## config.mk

```make
export PLATFORM = sky130hd
export DESIGN_NAME = decode_stage
export DESIGN_NICKNAME = d
export VERILOG_FILES = /design/src/rtl/decode_stage.sv
export SDC_FILE = /design/constraint.sdc
export NUM_CORES = 1
export LEC_CHECK = 0
export ABC_AREA = 1
export CAP_MARGIN = 20
export CORE_UTILIZATION = 33
export DETAILED_ROUTE_END_ITERATION = 12
export HOLD_SLACK_MARGIN = 0.15
export PLACE_DENSITY = 0.77
export SYNTH_ARGS = -nofsm -noshare
export SYNTH_HDL_FRONTEND = slang
export SYNTH_SLANG_ARGS = --single-unit
```

## constraint.sdc

```tcl
create_clock -name clk -period 0.85 [get_ports clk]
set_input_delay 0.085 -clock clk [delete_from_list [all_inputs] [get_ports clk]]
set_output_delay 0.085 -clock clk [all_outputs]
set_load 0.005 [all_outputs]
```

## src/rtl/decode_stage.sv

```systemverilog
// Splits {opcode,src1,src2,dst} into a one-entry valid/ready register: 1-cycle latency, in_ready drops when full and
// not drained, or on a hazard. Defining DECODE_SCOREBOARD_EN adds the RAW/WAW busy scoreboard and stall counter.
module decode_stage #(
    parameter int OP_W    = 4,
    parameter int RA_W    = 4,
    parameter int NOWR_OP = 0
) (
    input  logic                     clk,
    input  logic                     reset,
    input  logic                     flush,
    input  logic                     in_valid,
    output logic                     in_ready,
    input  logic [OP_W+3*RA_W-1:0]   instruction,
    output logic                     out_valid,
    input  logic                     out_ready,
    output logic [OP_W-1:0]          opcode,
    output logic [RA_W-1:0]          srcadd_1,
    output logic [RA_W-1:0]          srcadd_2,
    output logic [RA_W-1:0]          dstadd,
    input  logic                     wb_valid,
    input  logic [RA_W-1:0]          wb_addr,
    output logic [15:0]              stall_cnt
);
    localparam int INSTR_W = OP_W + 3*RA_W;
    localparam int NREG = 2**RA_W;
    localparam logic [OP_W-1:0] NOWR = OP_W'(NOWR_OP);

    logic [OP_W-1:0] in_op;
    logic [RA_W-1:0] in_src1;
    logic [RA_W-1:0] in_src2;
    logic [RA_W-1:0] in_dst;
    logic            hazard;
    logic            accept;

    assign {in_op, in_src1, in_src2, in_dst} = instruction[INSTR_W-1:0];
    assign in_ready = !reset && !flush && (!out_valid || out_ready) && !hazard;
    assign accept   = in_valid && in_ready;

    // Field registers deliberately hold their value when the entry drains or is flushed.
    always_ff @(posedge clk) begin
        if (reset) begin
            out_valid <= 1'b0;
            opcode    <= '0;
            srcadd_1  <= '0;
            srcadd_2  <= '0;
            dstadd    <= '0;
        end else if (flush) begin
            out_valid <= 1'b0;
        end else if (accept) begin
            out_valid <= 1'b1;
            opcode    <= in_op;
            srcadd_1  <= in_src1;
            srcadd_2  <= in_src2;
            dstadd    <= in_dst;
        end else if (out_valid && out_ready) begin
            out_valid <= 1'b0;
        end
    end

`ifdef DECODE_SCOREBOARD_EN
    logic [NREG-1:0] busy;
    logic [NREG-1:0] wb_mask;
    logic [NREG-1:0] set_mask;
    logic [NREG-1:0] eff_busy;

    always_comb begin
        wb_mask = '0;
        if (wb_valid) wb_mask[wb_addr] = 1'b1;
    end

    // Kept apart from wb_mask so the accept -> set path is not seen as a loop.
    always_comb begin
        set_mask = '0;
        if (accept && in_op != NOWR) set_mask[in_dst] = 1'b1;
    end

    assign eff_busy = busy & ~wb_mask;
    assign hazard   = eff_busy[in_src1] || eff_busy[in_src2] ||
                      (in_op != NOWR && eff_busy[in_dst]);

    always_ff @(posedge clk) begin
        if (reset || flush) busy <= '0;
        else                busy <= (busy & ~wb_mask) | set_mask;
    end

    always_ff @(posedge clk) begin
        if (reset)
            stall_cnt <= '0;
        else if (in_valid && !in_ready && hazard && stall_cnt != 16'hFFFF)
            stall_cnt <= stall_cnt + 16'd1;
    end
`else
    logic unused_wb;
    assign unused_wb = ^{wb_valid, wb_addr, NREG[0]};
    assign hazard    = 1'b0;
    assign stall_cnt = '0;
`endif
endmodule

```

# == Word level (Yosys, flattened, before mapping) ==
# Index checks and enable logic that the tools add are counted.
# classes
mux,2
n_lt_le_gt_ge,0
n_shift,0
add_sub_neg,0
bitwise,1
eq_ne,0
n_reduce_logical,11
multipliers,0
div_mod_pow,0
# op_table
operator,n
$logic_and 1x1->1,4
$logic_not 1->1,3
$mux 1,2
$reduce_and 2->1,1
$reduce_bool 2->1,1
$reduce_or 2->1,1
$logic_or 1x1->1,1
$not 1->1,1
# totals
word_cells,19
output_inout_bits,34
latchBits,0
ram_bits,0
input_bits,26
regBits,17
mem_bits_ro,0
mem_count,0

# == Longest topological paths before layout ==
# logic_depth
ltp_word,5
ltp_mapped,7
mapped_depth_nobuf,6

# == Worst setup path before layout ==
# No wires, ideal clock.
# synth_timing
path_kind,flip-flop to flip-flop
start,register out_valid
end,register opcode[0]
arrival_time_ns,0.837
setup_ns,0.110
setup_slack_ns,-0.097
period_less_slack_ns,0.947
path_buffers,1
required_ns,0.740
stages_incl_launch_ff,6
cell_sequence,dfxtp_1 -> nand2_2 -> buf_2 -> nand4_1 -> nand2_1 -> nor2_1
# synth_via
elab_chain_cells,5
# synth_lines
element,line_no,source
from (decl),14,"output logic out_valid,"
from (signal assigned),42,out_valid <= 1'b0;
from (signal assigned),48,out_valid <= 1'b0;
from (signal assigned),50,out_valid <= 1'b1;
$logic_not 1->1,36,assign in_ready = !reset && !flush && (!out_valid || out_ready) && !hazard;
$logic_or 1x1->1,36,
$logic_and 1x1->1,36,
$logic_and 1x1->1,37,assign accept = in_valid && in_ready;
$reduce_and 2->1 (no line),-,
to (signal assigned),51,opcode <= in_op;
to (decl),16,"output logic [OP_W-1:0] opcode,"
# Every way passes these cells.
# A chain may end at the register's enable or synchronous reset.

# == Final worst setup path ==
# Same ends and word-level chain as after synthesis.

==> metrics.md <==
| Metric | Value |
|---|---|
| Die width | `roughly 58 um` |
| FF-to-FF path depth | `6` |
| Post-synthesis sequential area ratio | `33.5%` |
| Fin crit share | `119%` |
| R2R setup slack | `-0.16 ns` |
| Fmax | `around 0.99 GHz` |
| Setup WS pre-CTS | `-0.619 ns` |
| Grt ovf | `0` |
| Total cell area at the placement stage | `between 0.001 and 0.0015 mm^2` |
| Post-layout minimum cycle time | `1.01 ns` |
| Post-route setup slack | `-0.160 ns` |
| Kind of cell with the highest combined delay on the critical path | `simple AND/OR/NAND/NOR gates` |
| Status | `complete, but fails checks` |
| Min-Delay Startpoint | `flush` |
| Gp weighted congestion | `around 0.8` |
| CP required | `1.08 ns` |
| IO Pins | `60` |
| First-pass GRT wire length | `3800 um` |
| Failing checks | `DRC, setup timing` |
| Max Root-Sink Buffers | `2` |
| Die area | `about 0.0033 mm^2` |
| Post-Layout Inst Area | `about 0.0015 mm^2` |
| Slew Limit Fails | `0` |
| Crit start category | `flip-flop` |
| RSZ-0062 raised after global routing | `yes` |
| WHS Path Cells | `4` |
| Syn_area_per_cell | `~6.4 um^2` |
| Vias | `roughly 950` |
| Setup Skew | `between 0.003 and 0.004 ns` |
| Worst skew pair latency | `roughly 0.29 ns` |
| Crit Path Class | `reg2reg` |
| Root Driver | `clkbuf_4` |
| Max rail drop VDD | `0.445 mV` |
| Top-area cell type share of the netlist area | `approximately 33%` |
| ANT nets after route | `0` |
| HPWL after detailed placement | `roughly 1500 um` |
| Final Hold Fails | `0` |
| Synth area leaders | `dfxtp_1, inv_1, buf_4` |
| DR iter-0 viols | `between 40 and 50` |
| Die Y | `57.5 um` |
| H-tree depth | `1` |
| Drt total wl | `2310 um` |
| Largest net degree at the start of global routing | `20` |
| Initial Util | `a little over a third` |
| Synth warnings | `0` |
| Worst Path Arrival | `between 1 and 1.5 ns` |
| Overall routing resource usage | `about 15%` |
| Slowest CP cell | `dfxtp_2` |
| Min-delay worst type | `in2reg` |
| Synth Instances | `160` |
| Initial antenna violation count | `0` |
| Layout area overhead | `45.0%` |
| Drt pass-1 iters | `8` |
| Worst R2R End | `opcode[0]` |
| Hold Path End | `out_valid` |
| # rows | `19` |
| Via/cell ratio | `between 4 and 5` |
| CTS Buf Count | `3` |
| Library cells used by synthesis | `13` |
| WP buf/inv | `2` |
| Buffers on Ports | `38` |
| DRC violations left | `5` |
| Nets | `between 200 and 250` |
| CTS clock-pin slew for the worst setup and hold paths | `~0.10 ns` |
| Clock tree sinks | `17` |
| Pwr dens | `around 1200 mW/mm^2` |
| Core ar. | `approximately 0.0028 mm^2` |
| Cell Chain, Critical Path | `buf_6, nand2_8, nand3_4, nand2_2, inv_2, nor2_2` |
| Lkg Pwr | `just over 0.8 nW` |
| Crit-path max FO | `8` |
| Endpoint class of the critical path | `flip-flop` |
| MaxCap Viol Count | `0` |
| Commonest non-fill, non-tap cell in the layout | `inv_1` |
| Most frequent cells in the layout | `inv_1, nand2_1, dfxtp_2` |
| #FFs+latches synth | `17` |
| Filler Cells Inserted | `301` |
| Area of the mapped netlist | `0.00102 mm^2` |
| Hold buffers post-CTS | `0` |
| DR WL/cell | `9.75 um` |
| FF-to-FF Start | `out_valid` |
| CP peak stage delay | `0.34 ns` |
| Finish-stage setup viols | `19` |
| Ratio of cells with drive above 1 in the final layout | `between 30 and 40%` |
| Antenna diodes | `0` |
| Vias in the first global route | `between 800 and 900` |
| CTS tree | `built` |
| Largest area contributor in the netlist | `dfxtp_1` |
==> power by group <==
| group | switching [W] | leakage [nW] | internal, W |
|---|---|---|---|
| registers | 0.0000195 | 0.146 | 0.000845 |
| clock network | 0.000259 | 0.0150 | 0.000183 |
| logic | 0.000207 | 0.667 | 0.000204 |
==> sequential cells by signal, indices dropped and copies added (netlist names) <==
register	count
dstadd	4
opcode	4
out_valid	1
srcadd_1	4
srcadd_2	4
==> worst min-delay path: cells and delay by family <==
kind,cells,cell delay [ns]
buffers and inverters,2,0.31
AND/OR/NAND/NOR,1,0.05
AO/OA/AOI/OAI,1,0.04
==> layout make-up <==
class	instances	area, um^2	share of cell area, %
multi-input cells	87	453	30.7
repair buffers	47	404	27.4
flip-flops and latches	17	362	24.5
inverters	51	191	13.0
well taps	31	38.8	2.63
clock buffers	4	26.3	1.78
==> Yosys cell counts <==
master / instances
nand2_2: 1
buf_2: 5
conb_1: 1
buf_6: 1
nand2_1: 32
a21oi_1: 2
nand4_1: 16
inv_1: 51
nor2_4: 1
nor2_1: 16
buf_4: 16
dfxtp_1: 17
nand3_4: 1
==> worst max path at each step <==
stage,start,to,slack [ns],depth (start not counted)
6_report,out_valid,opcode[0],-0.16,6
5_1_grt,out_valid,opcode[0],-0.23,6
4_1_cts,out_valid,dstadd[3],-0.15,6
3_5_place_dp,reset,in_ready,-0.62,5
3_3_place_gp,flush,in_ready,-0.62,5
2_1_floorplan,out_valid,opcode[0],-0.05,6
==> layer usage <==
metal	global-route usage (%)	part of all wire, %	vias up
met5	0	0	-
met1	19.8	47	379
met4	7.32	1.7	0
met3	3.63	8.1	6
met2	23.3	44	39
li1	-	-	529
==> timing repair <==
action                     CTS  global route
setup endpoints to repair   35            35
cloned                       2             0
buffers inserted             1             0
resized for setup           98            13
pin swaps                   21             8
==> logic make-up (layout without fill, tap and decap cells) <==
kind of cell	count (synthesis)	count (layout)	synth area share, %
buf+inv	73	102	34.2
other cells	1	16	0.369
simple gates	67	69	31.0
compound gates	2	2	0.984
flops	17	17	33.5
==> through the flow <==
step / setup TNS, ns / total power [W] / hold slack, ns / cells / util, %
2_1_floorplan: -0.452 / 0.00112 / 0.297 / 175 / -
3_3_place_gp: -10.81 / 0.00128 / 0.496 / 230 / 50.5
3_5_place_dp: -11.08 / 0.00128 / 0.496 / 230 / 50.5
4_1_cts: -2.71 / 0.00172 / 0.222 / 237 / 51.0
5_1_grt: -3.84 / 0.00184 / 0.233 / 237 / 52.1
6_report: -2.50 / 0.00172 / 0.224 / 237 / 52.1
Power figures use the tool's default switching activity.
